===== config.mk =====
export PLATFORM = sky130hd
export DESIGN_NAME = axis_ingress_rx_flat
export DESIGN_NICKNAME = d
export VERILOG_FILES = /design/src/rtl/axis_rx_pkg.sv /design/src/rtl/axis_ingress_rx_if.sv /design/src/rtl/axis_rx_fifo.sv /design/src/rtl/axis_ingress_rx.sv /design/src/flat_wrapper.sv
export SDC_FILE = /design/constraint.sdc
export NUM_CORES = 1
export LEC_CHECK = 0
export BUFFER_PORTS_ARGS = -buffer_cell sky130_fd_sc_hd__buf_2
export CAP_MARGIN = 40
export CORE_ASPECT_RATIO = 1.25
export CORE_MARGIN = 2
export CORE_UTILIZATION = 30
export CTS_CLUSTER_DIAMETER = 80
export DETAILED_ROUTE_END_ITERATION = 12
export PLACE_DENSITY = 0.52
export SLEW_MARGIN = 20
export SYNTH_ARGS = -nofsm -noshare
export SYNTH_HDL_FRONTEND = slang
export SYNTH_SLANG_ARGS = --single-unit

===== constraint.sdc =====
create_clock -name clk -period 5.42 [get_ports clk]
set_input_delay 0.813 -clock clk [delete_from_list [all_inputs] [get_ports clk]]
set_output_delay 0.813 -clock clk [all_outputs]
set_load 0.1 [all_outputs]

===== src/rtl/axis_rx_pkg.sv =====
// Shared types and defaults for the AXI-Stream ingress receiver.
// Optional length check is enabled by defining AXIS_RX_LEN_CHECK_EN.
package axis_rx_pkg;

  localparam int DW_DEF    = 32;
  localparam int DEPTH_DEF = 8;
  localparam int LENW_DEF  = 16;

  typedef enum logic [1:0] {
    IDLE,
    RECV,
    DRAIN,
    DONE
  } rx_state_e;

endpackage


===== src/rtl/axis_ingress_rx_if.sv =====
// Stream-in (ss_*) and core-out (core_*) handshake bundle.
// slave: receiver side; master: DMA/core side.
interface axis_ingress_rx_if
  import axis_rx_pkg::*;
#(
  parameter int DW = DW_DEF
);
  logic          ss_tvalid;
  logic [DW-1:0] ss_tdata;
  logic          ss_tlast;
  logic          ss_tready;
  logic          core_valid;
  logic [DW-1:0] core_data;
  logic          core_last;
  logic          core_ready;

  modport slave (
    input  ss_tvalid, ss_tdata, ss_tlast,
    output ss_tready,
    output core_valid, core_data, core_last,
    input  core_ready
  );

  modport master (
    output ss_tvalid, ss_tdata, ss_tlast,
    input  ss_tready,
    input  core_valid, core_data, core_last,
    output core_ready
  );
endinterface


===== src/rtl/axis_rx_fifo.sv =====
// First-word-fall-through sync FIFO; dout holds last popped word when empty.
// Ports: clk, rst (sync, active-low), push/din, pop/dout, full, empty, count.
module axis_rx_fifo
  import axis_rx_pkg::*;
#(
  parameter int W     = DW_DEF + 1,
  parameter int DEPTH = DEPTH_DEF
) (
  input  logic                     clk,
  input  logic                     rst,
  input  logic                     push,
  input  logic [W-1:0]             din,
  input  logic                     pop,
  output logic [W-1:0]             dout,
  output logic                     full,
  output logic                     empty,
  output logic [$clog2(DEPTH):0]   count
);
  localparam int AW = $clog2(DEPTH);
  localparam int CW = AW + 1;

  logic [W-1:0]  mem [DEPTH];
  logic [AW-1:0] wr_ptr;
  logic [AW-1:0] rd_ptr;
  logic [W-1:0]  hold;
  logic          do_push;
  logic          do_pop;

  assign full    = count == CW'(DEPTH);
  assign empty   = count == '0;
  assign do_push = push && !full;
  assign do_pop  = pop && !empty;
  assign dout    = empty ? hold : mem[rd_ptr];

  always_ff @(posedge clk) begin
    if (do_push) mem[wr_ptr] <= din;
  end

  always_ff @(posedge clk) begin
    if (!rst) begin
      wr_ptr <= '0;
      rd_ptr <= '0;
      count  <= '0;
      hold   <= '0;
    end else begin
      if (do_push) wr_ptr <= wr_ptr + 1'b1;
      if (do_pop) begin
        rd_ptr <= rd_ptr + 1'b1;
        hold   <= mem[rd_ptr];
      end
      unique case ({do_push, do_pop})
        2'b10:   count <= count + 1'b1;
        2'b01:   count <= count - 1'b1;
        default: count <= count;
      endcase
    end
  end
endmodule


===== src/rtl/axis_ingress_rx.sv =====
// One-frame-per-ap_start AXI-Stream receiver feeding a compute core via FIFO.
// Ports: clk, rst, bus (ss_*/core_*), ap_start, frame_len, ap_idle, ap_done,
// beat_cnt, err_len. Define AXIS_RX_LEN_CHECK_EN to enforce frame_len.
module axis_ingress_rx
  import axis_rx_pkg::*;
#(
  parameter int DW    = DW_DEF,
  parameter int DEPTH = DEPTH_DEF,
  parameter int LENW  = LENW_DEF
) (
  input  logic                clk,
  input  logic                rst,
  axis_ingress_rx_if.slave    bus,
  input  logic                ap_start,
  input  logic [LENW-1:0]     frame_len,
  output logic                ap_idle,
  output logic                ap_done,
  output logic [LENW-1:0]     beat_cnt,
  output logic                err_len
);
  rx_state_e state, state_nx;

  logic                   rx_ready;
  logic                   accept;
  logic                   head_pop;
  logic                   push_last;
  logic                   force_last;
  logic                   len_bad;
  logic [LENW-1:0]        cnt_nx;
  logic [DW:0]            head;
  logic                   fifo_full;
  logic                   fifo_empty;
  logic [$clog2(DEPTH):0] unused_occ;

  assign rx_ready  = (state == RECV) && !fifo_full;
  assign accept    = bus.ss_tvalid && rx_ready;
  assign head_pop  = !fifo_empty && bus.core_ready;
  assign cnt_nx    = &beat_cnt ? beat_cnt : beat_cnt + 1'b1;
  assign push_last = bus.ss_tlast || force_last;

`ifdef AXIS_RX_LEN_CHECK_EN
  logic [LENW-1:0] len_q;
  logic            len_on;

  assign len_on     = |len_q;
  // Reaching the expected count without tlast closes the frame here.
  assign force_last = len_on && !bus.ss_tlast && cnt_nx == len_q;
  assign len_bad    = len_on && bus.ss_tlast && cnt_nx != len_q;

  always_ff @(posedge clk) begin
    if (!rst) len_q <= '0;
    else if (state == IDLE && ap_start) len_q <= frame_len;
  end
`else
  logic unused_len;

  assign unused_len = ^frame_len;
  assign force_last = 1'b0;
  assign len_bad    = 1'b0;
`endif

  axis_rx_fifo #(
    .W     (DW + 1),
    .DEPTH (DEPTH)
  ) u_fifo (
    .clk   (clk),
    .rst   (rst),
    .push  (accept),
    .din   ({push_last, bus.ss_tdata}),
    .pop   (bus.core_ready),
    .dout  (head),
    .full  (fifo_full),
    .empty (fifo_empty),
    .count (unused_occ)
  );

  assign bus.ss_tready  = rx_ready;
  assign bus.core_valid = !fifo_empty;
  assign bus.core_data  = head[DW-1:0];
  assign bus.core_last  = !fifo_empty && head[DW];

  always_ff @(posedge clk) begin
    if (!rst) state <= IDLE;
    else      state <= state_nx;
  end

  always_comb begin
    state_nx = state;
    ap_idle  = 1'b0;
    ap_done  = 1'b0;
    unique case (state)
      IDLE: begin
        ap_idle = 1'b1;
        if (ap_start) state_nx = RECV;
      end
      RECV: begin
        if (accept && push_last) state_nx = DRAIN;
      end
      DRAIN: begin
        // Only this frame's final beat carries the last flag.
        if (head_pop && head[DW]) state_nx = DONE;
      end
      DONE: begin
        ap_done  = 1'b1;
        state_nx = IDLE;
      end
      default: state_nx = IDLE;
    endcase
  end

  always_ff @(posedge clk) begin
    if (!rst) begin
      beat_cnt <= '0;
      err_len  <= 1'b0;
    end else if (state == IDLE && ap_start) begin
      beat_cnt <= '0;
      err_len  <= 1'b0;
    end else if (accept) begin
      beat_cnt <= cnt_nx;
      if (len_bad || force_last) err_len <= 1'b1;
    end
  end
endmodule


===== src/flat_wrapper.sv =====
// flat-port wrapper written by rule: the top's interface ports become plain ports
module axis_ingress_rx_flat import axis_rx_pkg::*;
#(
  parameter int DW    = DW_DEF,
  parameter int DEPTH = DEPTH_DEF,
  parameter int LENW  = LENW_DEF
)
  (clk, rst, ap_start, frame_len, ap_idle, ap_done, beat_cnt, err_len, bus_ss_tvalid, bus_ss_tdata, bus_ss_tlast, bus_ss_tready, bus_core_valid, bus_core_data, bus_core_last, bus_core_ready);
  axis_ingress_rx_if #(.DW(DW)) bus_i ();
  input  logic clk;
  input  logic rst;
  input  logic ap_start;
  input  logic [LENW-1:0] frame_len;
  output logic ap_idle;
  output logic ap_done;
  output logic [LENW-1:0] beat_cnt;
  output logic err_len;
  input wire logic [$bits(bus_i.ss_tvalid)-1:0] bus_ss_tvalid;
  input wire logic [$bits(bus_i.ss_tdata)-1:0] bus_ss_tdata;
  input wire logic [$bits(bus_i.ss_tlast)-1:0] bus_ss_tlast;
  output wire logic [$bits(bus_i.ss_tready)-1:0] bus_ss_tready;
  output wire logic [$bits(bus_i.core_valid)-1:0] bus_core_valid;
  output wire logic [$bits(bus_i.core_data)-1:0] bus_core_data;
  output wire logic [$bits(bus_i.core_last)-1:0] bus_core_last;
  input wire logic [$bits(bus_i.core_ready)-1:0] bus_core_ready;
  assign bus_i.ss_tvalid = bus_ss_tvalid;
  assign bus_i.ss_tdata = bus_ss_tdata;
  assign bus_i.ss_tlast = bus_ss_tlast;
  assign bus_ss_tready = bus_i.ss_tready;
  assign bus_core_valid = bus_i.core_valid;
  assign bus_core_data = bus_i.core_data;
  assign bus_core_last = bus_i.core_last;
  assign bus_i.core_ready = bus_core_ready;
  axis_ingress_rx #(.DW(DW), .DEPTH(DEPTH), .LENW(LENW)) u_core (.clk(clk), .rst(rst), .bus(bus_i), .ap_start(ap_start), .frame_len(frame_len), .ap_idle(ap_idle), .ap_done(ap_done), .beat_cnt(beat_cnt), .err_len(err_len));
endmodule

==> results of run 1 <==
synthesized netlist by cell type (9+ instances only):
master,count
a21oi_1,68
buf_2,9
buf_4,9
clkbuf_1,15
dfxtp_1,63
edfxtp_1,264
ha_1,10
mux2i_1,35
mux4_2,66
nand2_1,19
nand4_1,10
nor2_1,51
o21ai_0,38
xnor2_1,11
xor2_1,11
cells by family after synthesis:
group	share of synthesized area [%]
XOR/XNOR	1.498
AND/OR/NAND/NOR	5.341
AO/OA/AOI/OAI	4.475
buffers and inverters	1.965
adder cells (fa/ha/maj)	0.9728
multiplexers	14.28
flip-flops	71.44
other	0.02915
worst paths after layout:
path,cells past startpoint,end,slack [ns]
min reg2reg,2,register,0.51
min,2,register,0.51
max,6,bus_core_data[8],1.63
max reg2reg,10,u_core.u_fifo.count[2]$_SDFFE_PN0P_,2.58
registers in the layout, summed over array words and instances (netlist names), named ones only:
name / cells
u_core.beat_cnt: 16
u_core.u_fifo.hold: 32
u_core.u_fifo.rd_ptr: 3
u_core.u_fifo.mem: 264
u_core.u_fifo.count: 4
u_core.u_fifo.wr_ptr: 3
u_core.state: 2
per-stage QoR:
stage / area (um^2) / total power, W / instances
CTS: 15270 / 0.009267 / 1452
detailed placement: 14070 / 0.006808 / 1383
floorplan: 12860 / 0.006203 / 751
global route: 15310 / 0.009585 / 1454
finish: 15310 / 0.009180 / 1454
global placement: 14010 / 0.006783 / 1380
per-layer routing:
metal	vias up	share of wire, %	global-route usage (%)
met5	-	0.090	0
li1	3178	-	-
met4	4	1.7	3.267
met2	140	49	21.08
met3	46	4.7	2.594
met1	3452	44	16.18
critical path, stage by stage, from the launching register on:
cell and delay [ns]:
dfxtp_4 0.59, buf_12 0.27, buf_4 0.32, mux4_2 0.53, mux2i_1 0.30, a21oi_1 0.11, buf_2 0.31
layout make-up:
| type | count | area, um^2 |
|---|---|---|
| Clock buffer | 47 | 984.7 |
| Clock inverter | 22 | 210.2 |
| Fill cell | 3956 | 26840 |
| Inverter | 6 | 22.52 |
| Multi-Input combinational cell | 375 | 3467 |
| Sequential cell | 327 | 9195 |
| Tap cell | 559 | 699.4 |
| Timing Repair Buffer | 118 | 730.7 |
report_power, final:
part           switching, W  internal, W  total, W
combinational       0.00292     0.000801   0.00372
sequential         0.000126      0.00290   0.00302
clock              0.000990      0.00145   0.00244
==> impl_results.md, run 1 <==
* TNS Setup at 0 ns
* Skew-Pair Late Insertion Delay at 0.53 ns
* Initial core utilization at 30.52%
* Net Count, Synth at 815
* Synthesis Warnings at 0
* Clock buffer count from CTS at 38
* Critical Path Fanout Max at 21
* WL/cell at 19.20 um
* Die Span Y at 235.5 um
* Final hold slack at 0.5061 ns
* Worst slack at placement at 1.961 ns
* HPWL Detailed at 16760 um
* Sequential share of the synthesized area at 71.44%
* Commonest non-fill, non-tap cell in the layout: edfxtp_1
* Post-synthesis cell count at 751
* Synth area leaders: edfxtp_1, mux4_2, dfxtp_1
* # H-tree levels at 2
* Via-to-Cell Ratio at 4.691
* Area share of the largest cell type after synthesis at 61.63%
* Largest net degree at the start of global routing at 68
* Initial antenna violation count at 3
* Clk slew on worst S/H paths at 0.06 ns
* Max-slew violations at 0
* Clock Skews at 0.02435 ns
* Max cap viols at 0
* Outcome: finished, final reports clean
* Final hold violation count at 0
* Number of clock sinks at 327
* GRT overflow at 0
* RR Startpoint: u_core.u_fifo.count[0]$_SDFFE_PN0P_
* Drt first pass iters at 4
* Postcts setup bufs at 0
* Root Driver: clkbuf_16
* Final period util at 69.98%
* Peak supply drop at 0.0005026 V
* Cell row count at 84
* Residual DRC count at 0
* Placer Congestion at 0.7619
* Core area at 0.04215 mm^2
* Synthesis-stage register bit count at 327
* Power Dens Cells at 599.6 mW/mm^2
* FFs w/ async S/R, synth at 0%
* Post-Route WL at 27910 um
* Ant diodes at 0
* Crit path time final at 3.793 ns
* CP Capture Type: output port
* Worst setup margin at 1.627 ns
* Util after Layout at 36.33%
* Yosys cell types at 44
* Critical Path RT at 4.61 ns
* Vias in the first global route at 6969
* RSZ-0062 raised after global routing: false
* Clk buf depth at 3
* Worst slew pin tran at 0.7064 ns
* Class of the tightest hold or removal check: register to register
* Worst slew margin at 52.91%
* Syn-to-layout area delta at 19.03%
* Die area at 0.04456 mm^2
* First-pass GRT wire length at 42300 um
* Tot GR Track Use at 12.44%
* Post-synth EDFFs at 264
* Count of final setup violators at 0
* Post-CTS Resized at 0
* Routed via count at 6820
* I/O Buffers at 90
* Worst Setup Start Kind: register
* Hold_buf cts at 0
* CP Data Arrival Time at 2.98 ns
* Avg Cell Area, Syn at 17.13 um^2
* DRT antenna net count at 0
* Pleak at 5.020 nW
* Num ports at 108
* Hold Crit Start: u_core.u_fifo.rd_ptr[1]$_SDFFE_PN0P_
* Post-Syn Area at 0.01286 mm^2
* First DRT Iteration DRCs at 343
* Commonest non-fill, non-tap cells in the layout: edfxtp_1, buf_2, a21oi_1, mux4_2, dfxtp_1
* Final net count at 930
* CP Class: register to output port
* TritonCTS clock tree: built
* Yosys top cell by area: edfxtp_1
* Die width at 189.2 um
* Layout cells sized above 1 at 28.83%
* Synth Flop Type: edfxtp_1
* Fmax at 263.6 MHz
(Power assumes the default switching activity.)
==> run 2, diff against run 1 <==
--- a/config.mk
+++ b/config.mk
@@ -5,6 +5,7 @@
 export SDC_FILE = /design/constraint.sdc
 export NUM_CORES = 1
 export LEC_CHECK = 0
+export ABC_AREA = 1
 export BUFFER_PORTS_ARGS = -buffer_cell sky130_fd_sc_hd__buf_2
 export CAP_MARGIN = 40
 export CORE_ASPECT_RATIO = 1.25
==> constraint.sdc (replaced) <==
create_clock -name clk -period 3.3 [get_ports clk]
set_input_delay 0.495 -clock clk [delete_from_list [all_inputs] [get_ports clk]]
set_output_delay 0.495 -clock clk [all_outputs]
set_load 0.1 [all_outputs]
==> run 2 against run 1 <==
  * Wire length increased by 9.9%
  * Via count increased by 29%
  * Count of clock-buffer cells in the layout decreased by 2
  * Area after synthesis increased by 3.7%
  * Worst setup slack got worse by 1.4 ns
  * Combinational power increased by 110%
  * Critical path depth increased by 1
  * Critical endpoint is now bus_core_data[3]
  * Synthesized cell count increased by 58%
  * Die area increased by 3.6%
  * Non-clock buffer count decreased by 4
  * Flip-flop and latch count unchanged
==> impl_results.md, run 2 <==
* Cell row count at 86 (+2.4%)
* Critical Path Fanout Max at 41 (+95%)
* Max reg flops at 264 (unchanged)
* Worst Setup Start Kind: register
* Synth area leaders: edfxtp_1, dfxtp_1, o21ai_0
* GRT overflow at 0 (unchanged)
* Die Span Y at 239.7 um (+1.8%)
* Worst setup margin at 0.2120 ns (-1.415 ns)
* Initial antenna violation count at 5 (+2)
* Commonest non-fill, non-tap cell in the layout: edfxtp_1
* Post-synth EDFFs at 264 (unchanged)
* Worst slew pin tran at 0.7458 ns (+0.03941 ns)
* Worst slack at placement at 0.7186 ns (-1.242 ns)
* FFs w/ async S/R, synth at 0% (unchanged)
* Worst slew margin at 50.28% (-2.6 points)
* Drt first pass iters at 5 (+1)
* Biggest registers after layout: u_core.u_fifo.mem: 264 flops, u_core.u_fifo.hold: 32 flops, u_core.beat_cnt: 16 flops
* Post-synthesis cell count at 1184 (+58%)
* Clock Skews at 0.01916 ns (-0.005190 ns)
* Class of the tightest hold or removal check: primary input to register
* Area share of the largest cell type after synthesis at 59.46% (-2.2 points)
* Final Non-Filler Cells at 1863 (+28%)
* Biggest register: u_core.u_fifo.mem
* Sequential share of the synthesized area at 68.92% (-2.5 points)
* Vias in the first global route at 8397 (+20%)
* Outcome: finished, final reports clean
* Post-Syn Area at 0.01333 mm^2 (+3.7%)
* Largest stage delay, worst path at 0.44 ns (-0.15 ns)
* Core area at 0.04401 mm^2 (+4.4%)
* Layout cells sized above 1 at 16.74% (-12 points)
* Post-Route WL at 30690 um (+9.9%)
* Placer Congestion at 0.8295 (+8.9%)
* Final hold violation count at 0 (unchanged)
* Die area at 0.04615 mm^2 (+3.6%)
* Hold_buf cts at 0 (unchanged)
* Final net count at 1327 (+43%)
* Residual DRC count at 0 (unchanged)
* Final period util at 93.58%
* Peak supply drop at 0.001193 V (+140%)
* Count of final setup violators at 0 (unchanged)
* Net Count, Synth at 1248 (+53%)
* Synth Flop Type: edfxtp_1
* Critical Path RT at 2.80 ns (-1.81 ns)
* CP top delay family: buffers and inverters
* Clk buf depth at 3 (unchanged)
* WL/cell at 16.47 um (-14%)
* First DRT Iteration DRCs at 563 (+64%)
* Pleak at 5.466 nW (+8.9%)
* Synth top cells by count: edfxtp_1, nor2_1, o21ai_0
* Skew-Pair Late Insertion Delay at 0.53 ns (about the same)
* Postcts setup bufs at 0 (unchanged)
* # H-tree levels at 2 (unchanged)
* Fmax at 323.8 MHz
* Max-slew violations at 0 (unchanged)
* Max cap viols at 0 (unchanged)
* Largest net degree at the start of global routing at 113 (+66%)
* I/O Buffers at 90 (unchanged)
* Syn-to-layout area delta at 21.23%
* First-pass GRT wire length at 47550 um (+12%)
* DRT antenna net count at 0 (unchanged)
* Buf/Inv on CP at 3 (unchanged)
* CP Class: register to output port
* Multi-input gate area at 0.003719 mm^2 (+7.3%)
* Yosys top cell by area: edfxtp_1
* Synthesis-stage register bit count at 327 (unchanged)
* HPWL Detailed at 17560 um (+4.8%)
* Worst-path cell chain: inv_4 > buf_4 > nor2_1 > o211ai_1 > o21ai_1 > o21ai_1 > buf_12
* Placed Cells at 1797 (+30%)
* CP Capture Type: output port
* Via-to-Cell Ratio at 4.729 (+0.83%)
* Avg Cell Area, Syn at 11.26 um^2 (-34%)
* Cell mode on critical path: o21ai_1
* Die width at 192.6 um (+1.8%)
* Post-CTS Resized at 0 (unchanged)
* Total power at 0.01682 W (+83%)
* Power Dens Cells at 1041 mW/mm^2 (+74%)
* Crit path time final at 3.088 ns
* Synthesis Warnings at 0 (unchanged)
* Clock buffer count from CTS at 36 (-5.3%)
* Tot GR Track Use at 13.39% (+0.95 points)
* RSZ-0062 raised after global routing: false
* Routed via count at 8811 (+29%)
* Num ports at 108 (unchanged)
* TritonCTS clock tree: built
* Clk slew on worst S/H paths at 0.06 ns (about the same)
* Root Driver: clkbuf_16
* Commonest non-fill, non-tap cells in the layout: edfxtp_1, nor2_1, o21ai_0, nand2_1, dfxtp_1
* Fillers at 4215 (+6.5%)
* Yosys cell types at 34 (-23%)
* Slowest cell on the critical path: dfxtp_4
* Count leader, synth: edfxtp_1
* Initial core utilization at 30.30% (-0.22 points)
* CP Data Arrival Time at 2.59 ns (-0.39 ns)
* Seq. cell area at 0.009198 mm^2 (about the same)
* Number of clock sinks at 327 (unchanged)
==> run 2: cell types whose count changed in the layout (fill, tap and decap cells not counted), sizes merged, moves of 16 or more <==
cell    delta
nand2     +78
nand3     +16
o211ai    +32
mux4      -66
o21ai    +230
nor2     +178
inv       +32
mux2i     -35
==> run 2: worst register-to-register path, delay by kind of cell, from the launching register on <==
kind,cells,cell delay [ns]
adders and majority gates,1,0.28
buffers and inverters,3,0.54
DFF,1,0.33
and+or+nand+nor,3,0.87
==> run 2: kinds of logic (layout without fill, tap and decap cells) <==
family                   Yosys count  in the layout  share of synthesized area [%]
AND/OR/NAND/NOR                  366            366                          11.21
AO/OA/AOI/OAI                    358            358                          14.04
flip-flops                       327            327                          68.92
buffers and inverters            111            217                          4.139
XOR/XNOR                          11             11                         0.7227
adder cells (fa/ha/maj)           10             10                         0.9384
other                              1              2                        0.02813
==> run 2: path summary, 6_finish.rpt <==
| path | startpoint | endpoint | slack [ns] | cells after the start |
|---|---|---|---|---|
| worst max register to register | u_core.state[1]$_SDFFE_PN0P_ | u_core.u_fifo.mem[3][32]$_DFFE_PP_ | 0.98 | 7 |
| worst min-delay path | bus_ss_tdata[14] | u_core.u_fifo.mem[6][14]$_DFFE_PP_ | 0.23 | 1 |
| worst min register to register | u_core.u_fifo.rd_ptr[0]$_SDFFE_PN0P_ | u_core.u_fifo.rd_ptr[0]$_SDFFE_PN0P_ | 0.50 | 1 |
| worst max-delay path | register | bus_core_data[3] | 0.21 | 7 |
==> run 2: per-stage QoR <==
| stage | instance area [um^2] | TNS, ns | util, % | hold slack, ns |
|---|---|---|---|---|
| floorplan | 13400 | -2.304 | - | 0.4476 |
| CTS | 16150 | 0 | 36.70 | 0.2119 |
| global route | 16160 | 0 | 36.73 | 0.2270 |
| global placement | 14990 | 0 | 34.06 | 0.4618 |
| finish | 16160 | 0 | 36.73 | 0.2307 |
| detailed placement | 14990 | 0 | 34.06 | 0.4737 |
==> run 2: layer usage <==
layer / up-vias / track usage (%) / routed length [um]
met5: - / 0 / 37
met4: 6 / 4.418 / 769
met3: 59 / 2.769 / 1552
met2: 174 / 22.67 / 15110
met1: 4207 / 16.99 / 13220
li1: 4365 / - / -
==> run 2: where the power goes <==
part / leakage [nW] / total [W] / switching [W] / internal (W)
registers: 2.89 / 0.00506 / 0.000270 / 0.00479
clock network: 0.568 / 0.00390 / 0.00159 / 0.00231
logic: 2.00 / 0.00786 / 0.00546 / 0.00241
total: 5.47 / 0.0168 / 0.00732 / 0.00951
==> run 2: area by class of cell <==
cell class / count / share of cell area [%]
timing repair buffer: 114 / 7.555
antenna: 1 / 0.01548
clock inverter: 20 / 1.030
clock buffer: 45 / 6.162
tap: 572 / 4.428
multi-input combinational: 746 / 23.01
inverter: 38 / 0.8980
sequential: 327 / 56.91
